==> src/rtl/clkgate_ctrl.sv <==
// Enable controller for a latch-based clock-gate cell: drops E after a
// programmable idle window and restores it on activity, wake request or test.
module clkgate_ctrl #(
  parameter int IDLE_CYCLES = 16,
  parameter int WAKE_CYCLES = 2,
  parameter int CNT_W       = 8
) (
  input  logic       CK,
  input  logic       RN,
  input  logic       busy,
  input  logic       sleep_en,
  input  logic       te,
  input  logic       wake_req,
  output logic       wake_ack,
  output logic       E,
  output logic       gated,
  output logic [1:0] state
);

  // Illegal parameters stop elaboration.
  if (IDLE_CYCLES < 2 || IDLE_CYCLES > (1 << CNT_W) - 1) begin : g_bad_idle
    $error("clkgate_ctrl: IDLE_CYCLES out of range");
  end
  if (WAKE_CYCLES < 1 || WAKE_CYCLES > (1 << CNT_W) - 1) begin : g_bad_wake
    $error("clkgate_ctrl: WAKE_CYCLES out of range");
  end

  typedef enum logic [1:0] {
    RUN  = 2'd0,
    IDLE = 2'd1,
    OFF  = 2'd2,
    WAKE = 2'd3
  } state_t;

  localparam logic [CNT_W-1:0] CNT_ONE   = CNT_W'(1);
  localparam logic [CNT_W-1:0] IDLE_LAST = CNT_W'(IDLE_CYCLES - 1);
  localparam logic [CNT_W-1:0] WAKE_LAST = CNT_W'(WAKE_CYCLES - 1);

  state_t           state_q, state_d;
  logic [CNT_W-1:0] cnt_q, cnt_d;
  logic             e_d, gated_d, ack_d;
  logic             qual;

  // Handshake: wake_req is a 4-phase request; it is raised and held until
  // wake_ack is seen high, then dropped; wake_ack is high only in RUN (clock
  // guaranteed running) and falls on the edge after wake_req falls.
  assign qual = sleep_en & ~busy & ~wake_req & ~te;

  always_comb begin
    state_d = state_q;
    cnt_d   = cnt_q;
    e_d     = E;
    gated_d = gated;
    ack_d   = 1'b0;
    case (state_q)
      RUN: begin
        e_d     = 1'b1;
        gated_d = 1'b0;
        ack_d   = wake_req;
        if (qual) begin
          state_d = IDLE;
          cnt_d   = CNT_ONE;
        end else begin
          cnt_d = '0;
        end
      end
      IDLE: begin
        if (!qual) begin
          state_d = RUN;
          cnt_d   = '0;
        end else if (cnt_q == IDLE_LAST) begin
          state_d = OFF;
          e_d     = 1'b0;
          gated_d = 1'b1;
          cnt_d   = '0;
        end else begin
          cnt_d = cnt_q + CNT_ONE;
        end
      end
      OFF: begin
        // Test override skips the wake delay entirely.
        if (te) begin
          state_d = RUN;
          e_d     = 1'b1;
          gated_d = 1'b0;
          cnt_d   = '0;
        end else if (busy || wake_req) begin
          state_d = WAKE;
          e_d     = 1'b1;
          gated_d = 1'b0;
          cnt_d   = '0;
        end
      end
      WAKE: begin
        if (cnt_q == WAKE_LAST) begin
          state_d = RUN;
          cnt_d   = '0;
        end else begin
          cnt_d = cnt_q + CNT_ONE;
        end
      end
      default: begin
        state_d = RUN;
        e_d     = 1'b1;
        gated_d = 1'b0;
        cnt_d   = '0;
      end
    endcase
  end

  // E comes straight from a flop so it is glitch-free through CK low.
  always_ff @(posedge CK or negedge RN) begin
    if (!RN) begin
      state_q  <= RUN;
      cnt_q    <= '0;
      E        <= 1'b1;
      gated    <= 1'b0;
      wake_ack <= 1'b0;
    end else begin
      state_q  <= state_d;
      cnt_q    <= cnt_d;
      E        <= e_d;
      gated    <= gated_d;
      wake_ack <= ack_d;
    end
  end

  assign state = state_q;

endmodule
==> config.mk <==
export PLATFORM = sky130hd
export DESIGN_NAME = clkgate_ctrl
export DESIGN_NICKNAME = d
export VERILOG_FILES = /design/src/rtl/clkgate_ctrl.sv
export SDC_FILE = /design/constraint.sdc
export NUM_CORES = 1
export LEC_CHECK = 0
export ABC_CLOCK_PERIOD_IN_PS = 5250
export BUFFER_PORTS_ARGS = -buffer_cell sky130_fd_sc_hd__buf_2
export CORE_UTILIZATION = 26
export DETAILED_ROUTE_END_ITERATION = 8
export PLACE_DENSITY_LB_ADDON = 0.25
export SLEW_MARGIN = 20
export SYNTH_ARGS = -nofsm -noshare
export SYNTH_HDL_FRONTEND = slang
export SYNTH_SLANG_ARGS = --single-unit
export TNS_END_PERCENT = 1
==> constraint.sdc <==
create_clock -name CK -period 5.25 [get_ports CK]
set_clock_uncertainty 0.15 [all_clocks]
set_input_delay 0.2625 -clock CK [delete_from_list [all_inputs] [get_ports CK]]
set_output_delay 0.2625 -clock CK [all_outputs]
set_load 0.05 [all_outputs]
======== Yosys cells after proc, flatten, opt, wreduce, memory -nomap -nowiden ========
Index checks and enable logic that the tools add are counted.
W data, S select, Z words.
storage, ports and cells
  register bits ........................... 13
  bits in latches ......................... 0
  memory bits (writable) .................. 0
  bits in read-only memories .............. 0
  output and inout port bits .............. 5
  memories kept ........................... 0
operators by class
  add/sub/neg operators ................... 1
  multiply operators ...................... 0
  divide/modulo/power cells ............... 0
  magnitude comparators ................... 0
  eq/ne operators ......................... 11
  shift operators ......................... 0
  mux-type cells .......................... 25
  bitwise operators ....................... 6
  reduce and logical (&&, ||, !) cells .... 5
operators by type and width
  cell                   number
  $mux W8                5
  $pmux W8 S4            1
  $mux W2                6
  $mux W1                10
  $add A8 B1 Y8 const B  1
  $eq A8 B1 Y1 const B   1
  $eq A8 B4 Y1 const B   1
  $ne A2 B2 Y1 const B   4
  $pmux W2 S4            1
  $reduce_and A4 Y1      2
  $ne A3 B3 Y1 const B   2
  $pmux W1 S3            2
  $eq A2 B2 Y1 const B   2
  $and A1 B1 Y1          3
  $not A1 Y1             3
  $reduce_bool A3 Y1     1
  $eq A2 B1 Y1 const B   1
  $logic_not A2 Y1       1
  $logic_or A1 B1 Y1     1

======== Logic depth before layout (Yosys ltp) ========
  word-level depth ........................ 6
  mapped depth ............................ 5

======== Worst setup path after synthesis ========
OpenSTA, ideal clock, no wires.
  path kind ............................... reg2reg
  from .................................... reg state_q[1], in the netlist state[1]
  to ...................................... reg cnt_q[3]
  arrival ................................. 1.840 ns
  data required time ...................... 5.013 ns
  path slack .............................. 3.173 ns
  cell stages (with the launch flop) ...... 5
  buffers on the path ..................... 0
  period minus slack after synthesis ...... 2.077 ns
  path through ............................ dfrtp_1 or4b_4 a211oi_4 o21ai_4 o211ai_1
on the way
  longest elaborated chain between the ends .. 2
RTL lines
  what                                                RTL line  source
  from (decl)                                         39        state_t state_q, state_d;
  from (signal assigned)                              120       state_q <= state_d;
  $eq A2 B2 Y1, or another cell as far along          55        case (state_q)
  $pmux W8 S4 / $ne A3 B3 Y1 (equally long branches)  n/a
  to (signal assigned)                                121       cnt_q <= cnt_d;
  to (decl)                                           40        logic [CNT_W-1:0] cnt_q, cnt_d;
Parallel ways exist; a longest one is shown, timed or not.
A chain may end at the register's enable or synchronous reset.

======== Worst setup path after layout ========
  from .................................... reg state_q[1], in the netlist state[1]
  to ...................................... reg cnt_q[4]
The elaborated chain is that of the path after synthesis.

==> run summary <==
die area -> 0.003286 sq mm
top routing layer used -> met4
startpoint types -> flop
crit end category -> flop
Setup WS post-layout -> 3.260 ns
layout cells sized above 1 -> 26.37%
Synth area leaders -> dfrtp_1 38%, o211ai_1 9.4%, nand2_1 5.7%, dfstp_2 3.3%, ha_1 3.1%
number of buffers created by CTS -> 3
GRT Total Usage -> 11.56%
relative slew slack -> 61.61%
PortBufs -> 10
ant diodes -> 0
Syn Inst Count -> 80
DP Cell Count -> 117
largest net degree at the start of global routing -> 18
sequential fraction of the synthesis area -> 41.04%
Fill cells -> 302
routability congestion estimate -> 0.8099
Max Cap Viol -> 0
synth-to-layout area growth -> 11.64%
Syn Std Cell Area -> 795.8 sq um
dpl ws -> 3.287 ns
Tmin final -> 1.990 ns
number of enable flip-flop cells after synthesis -> 0
Worst-Skew Late Latency -> 0.28 ns
number of remaining DRC errors -> 0
critical setup path kind -> reg2reg
outcome -> finished clean
f_max -> 0.5025 GHz
nets@finish -> 100
first-pass GRT wire length -> 2946 um
Synth top area share -> 37.74%
Synth Flop Type -> dfrtp_1
crit path max fanout -> 7
worst-margin pin slew -> 0.5759 ns
half-perimeter wire length after placement -> 1257 um
multi-input logic area -> 427.9 sq um
# hold bufs at CTS -> 1
Pwr Density -> 201.7 mW/mm^2
H-tree levels -> 1
Yosys top cell by area -> dfrtp_1
DR pass1 iterations -> 4
initial core utilization -> 28.13%
YS warnings -> 0
met3 routed WL -> 32 um
Vias -> 645
Die X -> 57.32 um
Post-CTS Setup Inserts -> 0
Arr. time, crit path -> 2.04 ns
vias in the first global route -> 622
root buf cell -> clkbuf_4
grt ovf -> 0
Power Total -> 179.2 uW
Routed WL -> 1745 um
TritonCTS clock tree -> done
Core Area -> 0.002829 sq mm
FFs w/ async S/R, synth -> 100.0%
Avg Vias per Cell -> 5.287
post-CTS sizing -> 0
mean routed wirelength per cell -> 14.30 um
CTS max path bufs -> 2
dpl cell area -> 850.8 sq um
commonest cells after routing, fill and taps aside -> 12 x nand2_1, 12 x dfrtp_1, 10 x o211ai_1, 10 x buf_2, 6 x nor2_1
setup violators final -> 0
final cell count without fillers -> 122
Slew Limit Fails -> 0
final hold vios -> 0
Netlist cell types -> 33
Top Ports -> 11
register bit total from synthesis -> 13
Finished Cell Area -> 888.4 sq um
row count -> 19
Avg Inst Size Synth -> 9.947 sq um
worst hold path type -> in2reg
Worst-path clk slew -> 0.09 ns
Worst EP required -> 5.30 ns
Die H -> 57.32 um
syn_nets -> 88
RSZ-0062 raised after global routing -> false
clock sink count -> 13
Max VDD drop -> 0.00008551 V
DRT iter0 DRCs -> 8
initial antenna violation count -> 0
M1 wire length -> 831 um
static leakage -> 0.3675 nW
sequential cell area -> 326.6 sq um
met2 WL post-DR -> 862 um
antenna-violating nets left -> 0
TNS Setup -> 0 ns
fin crit share -> 37.91%
power by group:
part	switching [mW]	internal, mW	total [mW]
logic	0.00815	0.00422	0.0124
registers	0.00142	0.101	0.102
clock network	0.0362	0.0282	0.0644
total	0.0458	0.133	0.179
final timing paths:
| path | slack (ns) | endpoint | startpoint | cells after the start |
|---|---|---|---|---|
| worst max register to register | 3.26 | cnt_q[4] | state[1] | 4 |
| worst max-delay path | 3.26 | cnt_q[4] | state[1] | 4 |
| worst min-delay path | 0.11 | wake_ack | wake_req | 2 |
| max in group asynchronous | 4.41 | E | RN | 2 |
| min in group asynchronous | 0.26 | gated | RN | 2 |
| worst min register to register | 0.36 | gated | gated | 1 |
worst max-delay path, cell delays in order, from the launching register on:
cell and delay [ns]:
dfrtp_1 0.45, or4b_4 0.58, a211oi_4 0.38, o21ai_4 0.13, o211ai_1 0.22
sequential cells by signal, summed over array words and instances, names as in the netlist:
signal    count
E             1
gated         1
state         2
cnt_q         8
wake_ack      1
per-layer routing:
layer	GRT usage [%]	up-vias
met3	2.721	2
met5	0	-
met1	14.57	312
met2	19.83	6
met4	3.136	0
li1	-	325
logic make-up after synthesis:
| logic type | count (synthesis) | synth area share, % |
|---|---|---|
| AO/OA/AOI/OAI | 26 | 27.52 |
| AND/OR/NAND/NOR | 32 | 22.01 |
| adder cells (fa/ha/maj) | 2 | 3.144 |
| buffers and inverters | 6 | 5.187 |
| XOR/XNOR | 1 | 1.101 |
| flip-flops | 13 | 41.04 |
cell usage after synthesis, types with 2 or more instances:
cell / number
nand2_1: 12
and3_2: 2
nand3_1: 3
dfrtp_1: 12
nor3_1: 2
o211ai_1: 10
nor2_1: 6
ha_1: 2
o21ai_0: 5
inv_1: 2
nor4_1: 2
per-stage QoR:
step / hold WS [ns] / utilization (%)
2_1_floorplan: -0.1831 / -
6_report: 0.1083 / 31.40
3_3_place_gp: 0.02400 / 30.08
5_1_grt: 0.09908 / 31.40
4_1_cts: 0.09872 / 31.40
3_5_place_dp: 0.02808 / 30.08
area by class of cell:
type | instances | share of cell area [%]
clock buffer | 3 | 2.535
tap | 31 | 4.366
sequential | 13 | 36.76
timing repair buffer | 11 | 6.761
inverter | 2 | 0.8451
clock inverter | 1 | 0.5634
multi-input combinational | 61 | 48.17
(Power assumes the default switching activity.)
